--- src/rtl/parity_frame_pkg.sv ---
// Shared types and helpers for the parity frame checker: FSM state encoding and
// the saturating-increment function used by the frame and error counters.
package parity_frame_pkg;

    typedef enum logic [1:0] {
        ACCUM  = 2'd0,
        CHECK  = 2'd1,
        REPORT = 2'd2
    } state_e;

    // Counters up to this width share one increment helper.
    localparam int unsigned SatW = 32;

    function automatic logic [SatW-1:0] sat_inc(input logic [SatW-1:0] val,
                                                 input logic [SatW-1:0] max_val,
                                                 input logic            inc);
        if (inc && (val != max_val)) begin
            return val + 32'd1;
        end
        return val;
    endfunction

endpackage

--- src/rtl/parity_sat_counter.sv ---
// Saturating up-counter with asynchronous active-low reset; holds at all-ones.
module parity_sat_counter
    import parity_frame_pkg::*;
#(
    parameter int unsigned CNT_W = 8
) (
    input  logic             clk,
    input  logic             rst_n,
    input  logic             inc,
    output logic [CNT_W-1:0] count
);

    localparam logic [SatW-1:0] MaxVal = SatW'({CNT_W{1'b1}});

    logic [CNT_W-1:0] count_q;
    logic [CNT_W-1:0] count_d;

    assign count_d = CNT_W'(sat_inc(SatW'(count_q), MaxVal, inc));
    assign count   = count_q;

    always_ff @(posedge clk or negedge rst_n) begin
        if (!rst_n) begin
            count_q <= '0;
        end else begin
            count_q <= count_d;
        end
    end

endmodule

--- config.mk ---
export PLATFORM = sky130hd
export DESIGN_NAME = parity_sat_counter
export DESIGN_NICKNAME = d
export VERILOG_FILES = /design/src/rtl/parity_frame_pkg.sv /design/src/rtl/parity_sat_counter.sv
export SDC_FILE = /design/constraint.sdc
export NUM_CORES = 1
export LEC_CHECK = 0
export ABC_AREA = 0
export BUFFER_PORTS_ARGS = -buffer_cell sky130_fd_sc_hd__buf_2
export CAP_MARGIN = 20
export CORE_AREA = 2 2 39 41
export DETAILED_ROUTE_END_ITERATION = 10
export DIE_AREA = 0 0 41 43
export PLACE_DENSITY = 0.47
export SLEW_MARGIN = 20
export SYNTH_ARGS = -nofsm -noshare
export SYNTH_HDL_FRONTEND = slang
export SYNTH_SLANG_ARGS = --single-unit
--- constraint.sdc ---
create_clock -name clk -period 2.25 [get_ports clk]
set_input_delay 0.1125 -clock clk [delete_from_list [all_inputs] [get_ports clk]]
set_output_delay 0.1125 -clock clk [all_outputs]
set_load 0.05 [all_outputs]
==> summary.md, run 1 <==
| Metric | Value |
|---|---|
| Outcome | `finished, final reports clean` |
| Largest family of logic cells by synthesized area | `simple AND/OR/NAND/NOR gates` |
| Hold EP | `count[0]$_DFFE_PN0P_` |
| Die area | `1760 µm²` |
| Ports | `11` |
| Worst-skew pair later-pin latency | `between 0.2 and 0.3 ns` |
| Area growth, synth to finish | `26.0%` |
| CP arrival | `1.55 ns` |
| Drt drc | `0` |
| Max-cap violation count | `0` |
| Leakage | `0.238 nW` |
| Final setup fails | `0` |
| FF-to-FF setup slack | `0.83 ns` |
| Seq/Total Area, Yosys | `0.508` |
| CTS clk-pin slew, worst paths | `0.06 ns` |
| Max Root-Sink Buffers | `2` |
| Syn nets | `37` |
| H-tree depth | `1` |
| EDFF count, synth | `0` |
| First-pass GRT wire length | `1210 µm` |
| Synth area leaders | `dfrtp_1 (51%), xor2_1 (6.7%), xnor2_1 (4.4%)` |
| Worst reg2reg path depth | `4` |
| CTS tree | `yes` |
| VDD IR max | `between 0.7 and 0.8 mV` |
| Sum Neg Setup Slack | `0 ns` |
| Crit Path Max Fanout | `4` |
| Largest net degree at the start of global routing | `9` |
| Seq cells post-synth | `8` |
| Initial antenna violation count | `0` |
| Diode count | `0` |
| Final worst path period share | `0.630` |
| Fmax achieved | `0.705 GHz` |
| Net count, final | `53` |
| Synth Cell Area | `394 µm²` |
| Router iterations before antenna repair | `2` |
| Detail Placement HPWL | `577 µm` |
| Tot Pwr | `0.799 mW` |
| Root buf cell | `clkbuf_4` |
| Count of yosys warnings during synthesis | `0` |
| Die height | `43 µm` |
| Rows | `14` |
| Final Hold Vio Count | `0` |
| Main synth FF type | `dfrtp_1` |
| GRT overflow | `0` |
| Hold_sp | `inc` |
| Max FFs per register | `8` |
| Core area | `1380 µm²` |
| Post-synthesis mux area share | `0.0571` |
| Cell Chain, Critical Path | `ha_1, and3_1, nand4_1, mux2_2` |
| Wire per inst | `12.0 µm` |
| Share of cells above drive strength 1 | `0.383` |
| Worst-margin pin slew | `0.231 ns` |
| Simple-gate share of the synthesized area | `0.181` |
| FF-to-FF Start | `count[0]$_DFFE_PN0P_` |
| CP startpoint kind | `register` |
| Mapped Avg Cell Area | `11.9 µm²` |
| Yosys cell types | `18` |
| Clk_skew | `~0.007 ns` |
| Final min period | `1.42 ns` |
| Max_slew headroom | `0.845` |
| Slowest CP cell | `dfrtp_1` |
| Crit path from | `count[0]$_DFFE_PN0P_` |
| Synth Area in Compound Gates | `0.111` |
| Unrepaired setup endpoints after global routing | `false` |
| Number of routed nets with antenna violations | `0` |
| Vias/cell | `4.90` |
| Top post-synthesis cells by count | `dfrtp_1 (8), a21oi_1 (3), xor2_1 (3)` |
| GP Congestion | `0.725` |
| Hold crit path type | `input pin to register` |
| Max Slew Vio Count | `0` |
| Power Dens Cells | `1610 nW/µm²` |
| Cell taking the most area after synthesis | `dfrtp_1` |
| Setup CP Type | `register to register` |
| Hold Path Stages | `3` |
| Xor/xnor share of the synthesized area | `0.111` |
| Routed wire length | `756 µm` |
| Critical path's largest stage delay | `a little over 0.4 ns` |
| Top-count cell post-synth | `dfrtp_1` |
| Cells after Synth | `33` |
| Initial Utilization | `0.285` |
| Vias | `309` |
| Reg2reg end | `count[6]$_DFFE_PN0P_` |
| Worst setup EP type | `register` |
| Die width | `41 µm` |
| PortBufs | `10` |
| Ys async rst share | `1.00` |
| GRT Resource Usage Total | `0.105` |
| Starting DRT DRC Count | `3` |
| Adder-Cell Fraction of Synth Area | `0.0317` |
| Clock Sinks | `8` |
| Number of global-route vias before repair | `292` |
| Post-synth top area share | `0.508` |
| Clock buffer count from CTS | `3` |
| Worst EP required | `around 2.4 ns` |
-- logic make-up (layout without fill, tap and decap cells) --
kind of cell,Yosys count,count (layout)
simple gates,11,11
flops,8,8
compound gates,6,6
xor+xnor,5,5
mux,2,2
fa+ha+maj,1,1
buf+inv,0,14
-- report_power, final --
part           internal, mW  switching [mW]  leakage, nW
Combinational         0.104           0.294        0.125
Sequential            0.207          0.0841       0.0989
Clock                0.0611          0.0500       0.0138
Total                 0.372           0.428        0.238
-- what timing repair did --
action | in CTS | in global routing
setup buffers | 0 | 0
endpoints found under the setup margin | 0 | 0
hold buffers | 1 | 0
endpoints found under the hold margin | 8 | 0
resized for setup | 0 | 0
-- metal layers --
metal / vias up / global-route usage / wire [µm]
met1: 145 / 0.150 / 355
met2: 11 / 0.128 / 318
li1: 151 / - / -
met3: 2 / 0.0471 / 62
met4: 0 / 0.0600 / 19
met5: - / 0 / 0
-- per-stage QoR --
step | util | cell area, µm² | setup WS [ns] | hold slack (ns) | instances
6_report | 0.359 | 497 | 0.832 | 0.152 | 63
5_1_grt | 0.359 | 497 | 0.766 | 0.177 | 63
4_1_cts | 0.359 | 497 | 0.824 | 0.159 | 63
3_5_place_dp | 0.335 | 464 | 0.841 | -0.0322 | 59
3_3_place_gp | 0.335 | 464 | 0.862 | -0.0354 | 59
2_1_floorplan | - | 394 | 0.582 | -0.183 | 33
-- worst max-delay path by stage --
stage	depth (start not counted)	to	slack [ns]
2_1_floorplan	4	count[1]$_DFFE_PN0P_	0.58
3_3_place_gp	4	count[6]$_DFFE_PN0P_	0.86
3_5_place_dp	4	count[6]$_DFFE_PN0P_	0.84
4_1_cts	4	count[6]$_DFFE_PN0P_	0.82
5_1_grt	4	count[6]$_DFFE_PN0P_	0.77
6_report	4	count[6]$_DFFE_PN0P_	0.83
-- critical path: cells and delay by family (launching register included) --
family / cells / cell delay, ns
DFF: 1 / 0.41
muxes: 1 / 0.33
and+or+nand+nor: 2 / 0.30
adders and majority gates: 1 / 0.25
-- area by class of cell --
class / instances / area (µm²)
repair buffers: 11 / 60.1
fillers: 152 / 887
flip-flops and latches: 8 / 200
well taps: 16 / 20.0
multi-input cells: 25 / 194
clock buffers: 3 / 22.5
-- cell usage in the layout, fill, tap and decap left out, types with 2 or more instances in the layout --
master,instances
dfrtp_1,8
buf_2,10
nand2_1,2
xnor2_1,2
a21oi_1,3
clkbuf_4,3
nand4_1,2
and3_1,2
xor2_1,3
Power figures use the tool's default switching activity.
==> run 2, diff against run 1 <==
Clock period 2.25 ns to 1.4 ns, I/O delays scaled along.
==> run 2 against run 1 <==
  * Die area unchanged
  * Non-clock buffer count unchanged
  * Global-route usage increased by 1.8 points
  * Register-to-register slack got worse by 0.77 ns
  * Clock-buffer cell count unchanged
  * Sequential power increased by 76%
  * Fmax increased by 6.1%
  * Clock skew increased by 0.0021 ns
  * Critical path depth unchanged
  * Setup slack got worse by 0.77 ns
  * Sequential cell count unchanged
  * Critical endpoint unchanged
  * Largest cell class is now multi-input gates
==> summary.md, run 2 (same netlist as run 1, synthesis figures left out) <==
| Metric | Value |
|---|---|
| CTS clk-pin slew, worst paths | `0.06 ns (about the same)` |
| Vias | `320 (+3.6%)` |
| Outcome | `finished, final reports clean` |
| H-tree depth | `1 (unchanged)` |
| Final worst path period share | `0.955 (+0.325)` |
| FF-to-FF setup slack | `0.06 ns (-0.77 ns)` |
| Rows | `14 (unchanged)` |
| Wire per inst | `13.2 µm (+9.7%)` |
| Highest-count cells in the layout ignoring fill and taps | `buf_2 (10), dfrtp_2 (8), xor2_1 (3), clkbuf_4 (3)` |
| Clk_skew | `0.00901 ns (+0.00214 ns)` |
| Internal power | `0.640 mW (+72%)` |
| Sequential Power Share | `0.378 (+0.014)` |
| CP startpoint kind | `register` |
| Max Slew Vio Count | `0 (unchanged)` |
| Die width | `41 µm (unchanged)` |
| Max Root-Sink Buffers | `2 (unchanged)` |
| GRT overflow | `0 (unchanged)` |
| Tot Pwr | `1.36 mW (+70%)` |
| Die height | `43 µm (unchanged)` |
| CTS tree | `yes` |
| Critical path buffers and inverters | `0 (unchanged)` |
| Fmax achieved | `0.748 GHz (+6.1%)` |
| Slowest CP cell | `dfrtp_2` |
| Share of cells above drive strength 1 | `0.638 (+0.255)` |
| Multi-input gate area | `220 µm² (+14%)` |
| Final setup fails | `0 (unchanged)` |
| Worst setup EP type | `register` |
| Sequential cell area | `210 µm² (+5.0%)` |
| Sw frac | `0.529 (-0.00634)` |
| Clock Sinks | `8 (unchanged)` |
| Max FFs per register | `8 (unchanged)` |
| Worst-margin pin slew | `0.250 ns (+0.0186 ns)` |
| Cell Chain, Critical Path | `ha_4, and3_1, nand4_1, mux2_2` |
| Worst EP required | `1.54 ns (-0.85 ns)` |
| Area growth, synth to finish | `35.2%` |
| Number of routed nets with antenna violations | `0 (unchanged)` |
| Final Hold Vio Count | `0 (unchanged)` |
| Die area | `1760 µm² (unchanged)` |
| Leakage | `0.228 nW (-4.2%)` |
| Router iterations before antenna repair | `2 (unchanged)` |
| Fin worst setup slack | `0.0635 ns (-0.769 ns)` |
| Crit Path Max Fanout | `4 (unchanged)` |
| Power Dens Cells | `2550 nW/µm² (+58%)` |
| Core area | `1380 µm² (unchanged)` |
| Initial Utilization | `0.285 (unchanged)` |
| Vias/cell | `5.08 (+3.6%)` |
| Worst-skew pair later-pin latency | `0.26 ns (about the same)` |
| Unrepaired setup endpoints after global routing | `false` |
| Clock buffer count from CTS | `3 (unchanged)` |
| Layout fillers | `146 (-3.9%)` |
| CP delay by family, top | `flip-flops` |
| Root buf cell | `clkbuf_4` |
| Critical path's largest stage delay | `0.44 ns (+0.03 ns)` |
| Drt drc | `0 (unchanged)` |
| Final min period | `1.34 ns (-0.0811 ns)` |
| Initial antenna violation count | `0 (unchanged)` |
| Number of global-route vias before repair | `300 (+2.7%)` |
| Ports | `11 (unchanged)` |
| First-pass GRT wire length | `1410 µm (+17%)` |
| Routed wire length | `829 µm (+9.7%)` |
| VDD IR max | `1.22 mV (+69%)` |
| Most common cell after layout, fill and taps aside | `buf_2` |
| CP arrival | `1.48 ns (-0.07 ns)` |
| Worst slack, placed | `0.0613 ns (-0.780 ns)` |
| Diode count | `0 (unchanged)` |
| Setup CP Type | `register to register` |
| P_sw | `0.718 mW (+68%)` |
| Net count, final | `53 (unchanged)` |
| Largest net degree at the start of global routing | `9 (unchanged)` |
| Hold crit path type | `input pin to register` |
| Max_slew headroom | `0.835 (-0.0101)` |
| Clk network pwr share | `0.132 (-0.007)` |
| Comb pwr share | `0.491 (-0.006)` |
| PortBufs | `10 (unchanged)` |
| Detail Placement HPWL | `603 µm (+4.4%)` |
| Max-cap violation count | `0 (unchanged)` |
| GRT Resource Usage Total | `0.124 (+0.0183)` |
| GP Congestion | `0.791 (+9.1%)` |
| Starting DRT DRC Count | `4 (+1)` |
run 2: per-layer routing:
layer  up-vias  share of wire  global-route usage
met4         0          0.025              0.0800
met1       150           0.46               0.163
met2        12           0.44               0.163
met3         4          0.074              0.0471
li1        154              -                   -
met5         -              0                   0
run 2: path summary, 6_finish.rpt:
kind                                        endpoint  cells past startpoint            startpoint
worst max register to register  count[6]$_DFFE_PN0P_                      4  count[0]$_DFFE_PN0P_
worst max-delay path            count[6]$_DFFE_PN0P_                      4  count[0]$_DFFE_PN0P_
worst min register to register  count[5]$_DFFE_PN0P_                      1  count[5]$_DFFE_PN0P_
min in group asynchronous       count[5]$_DFFE_PN0P_                      2                 rst_n
max in group asynchronous       count[0]$_DFFE_PN0P_                      2                 rst_n
worst min-delay path            count[0]$_DFFE_PN0P_                      3                   inc
run 2: what timing repair did:
action                                  CTS  global route
buffers inserted                          0             0
endpoints found under the setup margin    0             1
endpoints found under the hold margin     8             0
gates resized for setup                   0             2
hold buffers                              1             0
run 2: final cells by class:
| type | count | share of cell area |
|---|---|---|
| clock buffers | 3 | 0.0423 |
| multi-input cells | 25 | 0.413 |
| flip-flops and latches | 8 | 0.394 |
| well taps | 16 | 0.0376 |
| repair buffers | 11 | 0.113 |
run 2: through the flow:
stage	util	hold slack, ns	TNS [ns]	cells	instance area (µm²)
finish	0.385	0.123	0	63	533
global route	0.385	0.149	0	63	533
CTS	0.379	0.120	0	63	524
detailed placement	0.355	-0.0725	0	59	492
global placement	0.355	-0.0764	0	59	492
floorplan	-	-0.226	-0.0906	33	422
run 2: power groups by stage:
stage | clock (mW) | combinational (mW) | sequential, mW
CTS | 0.186 | 0.670 | 0.514
detailed placement | 0 | 0.666 | 0.521
global placement | 0 | 0.666 | 0.509
global route | 0.200 | 0.714 | 0.536
finish | 0.179 | 0.667 | 0.513
floorplan | 0 | 0.171 | 0.839
run 2: tightest hold or removal path, cell delays in order:
cell	delay, ns
buf_2	0.12
o21ai_2	0.08
xnor2_1	0.06
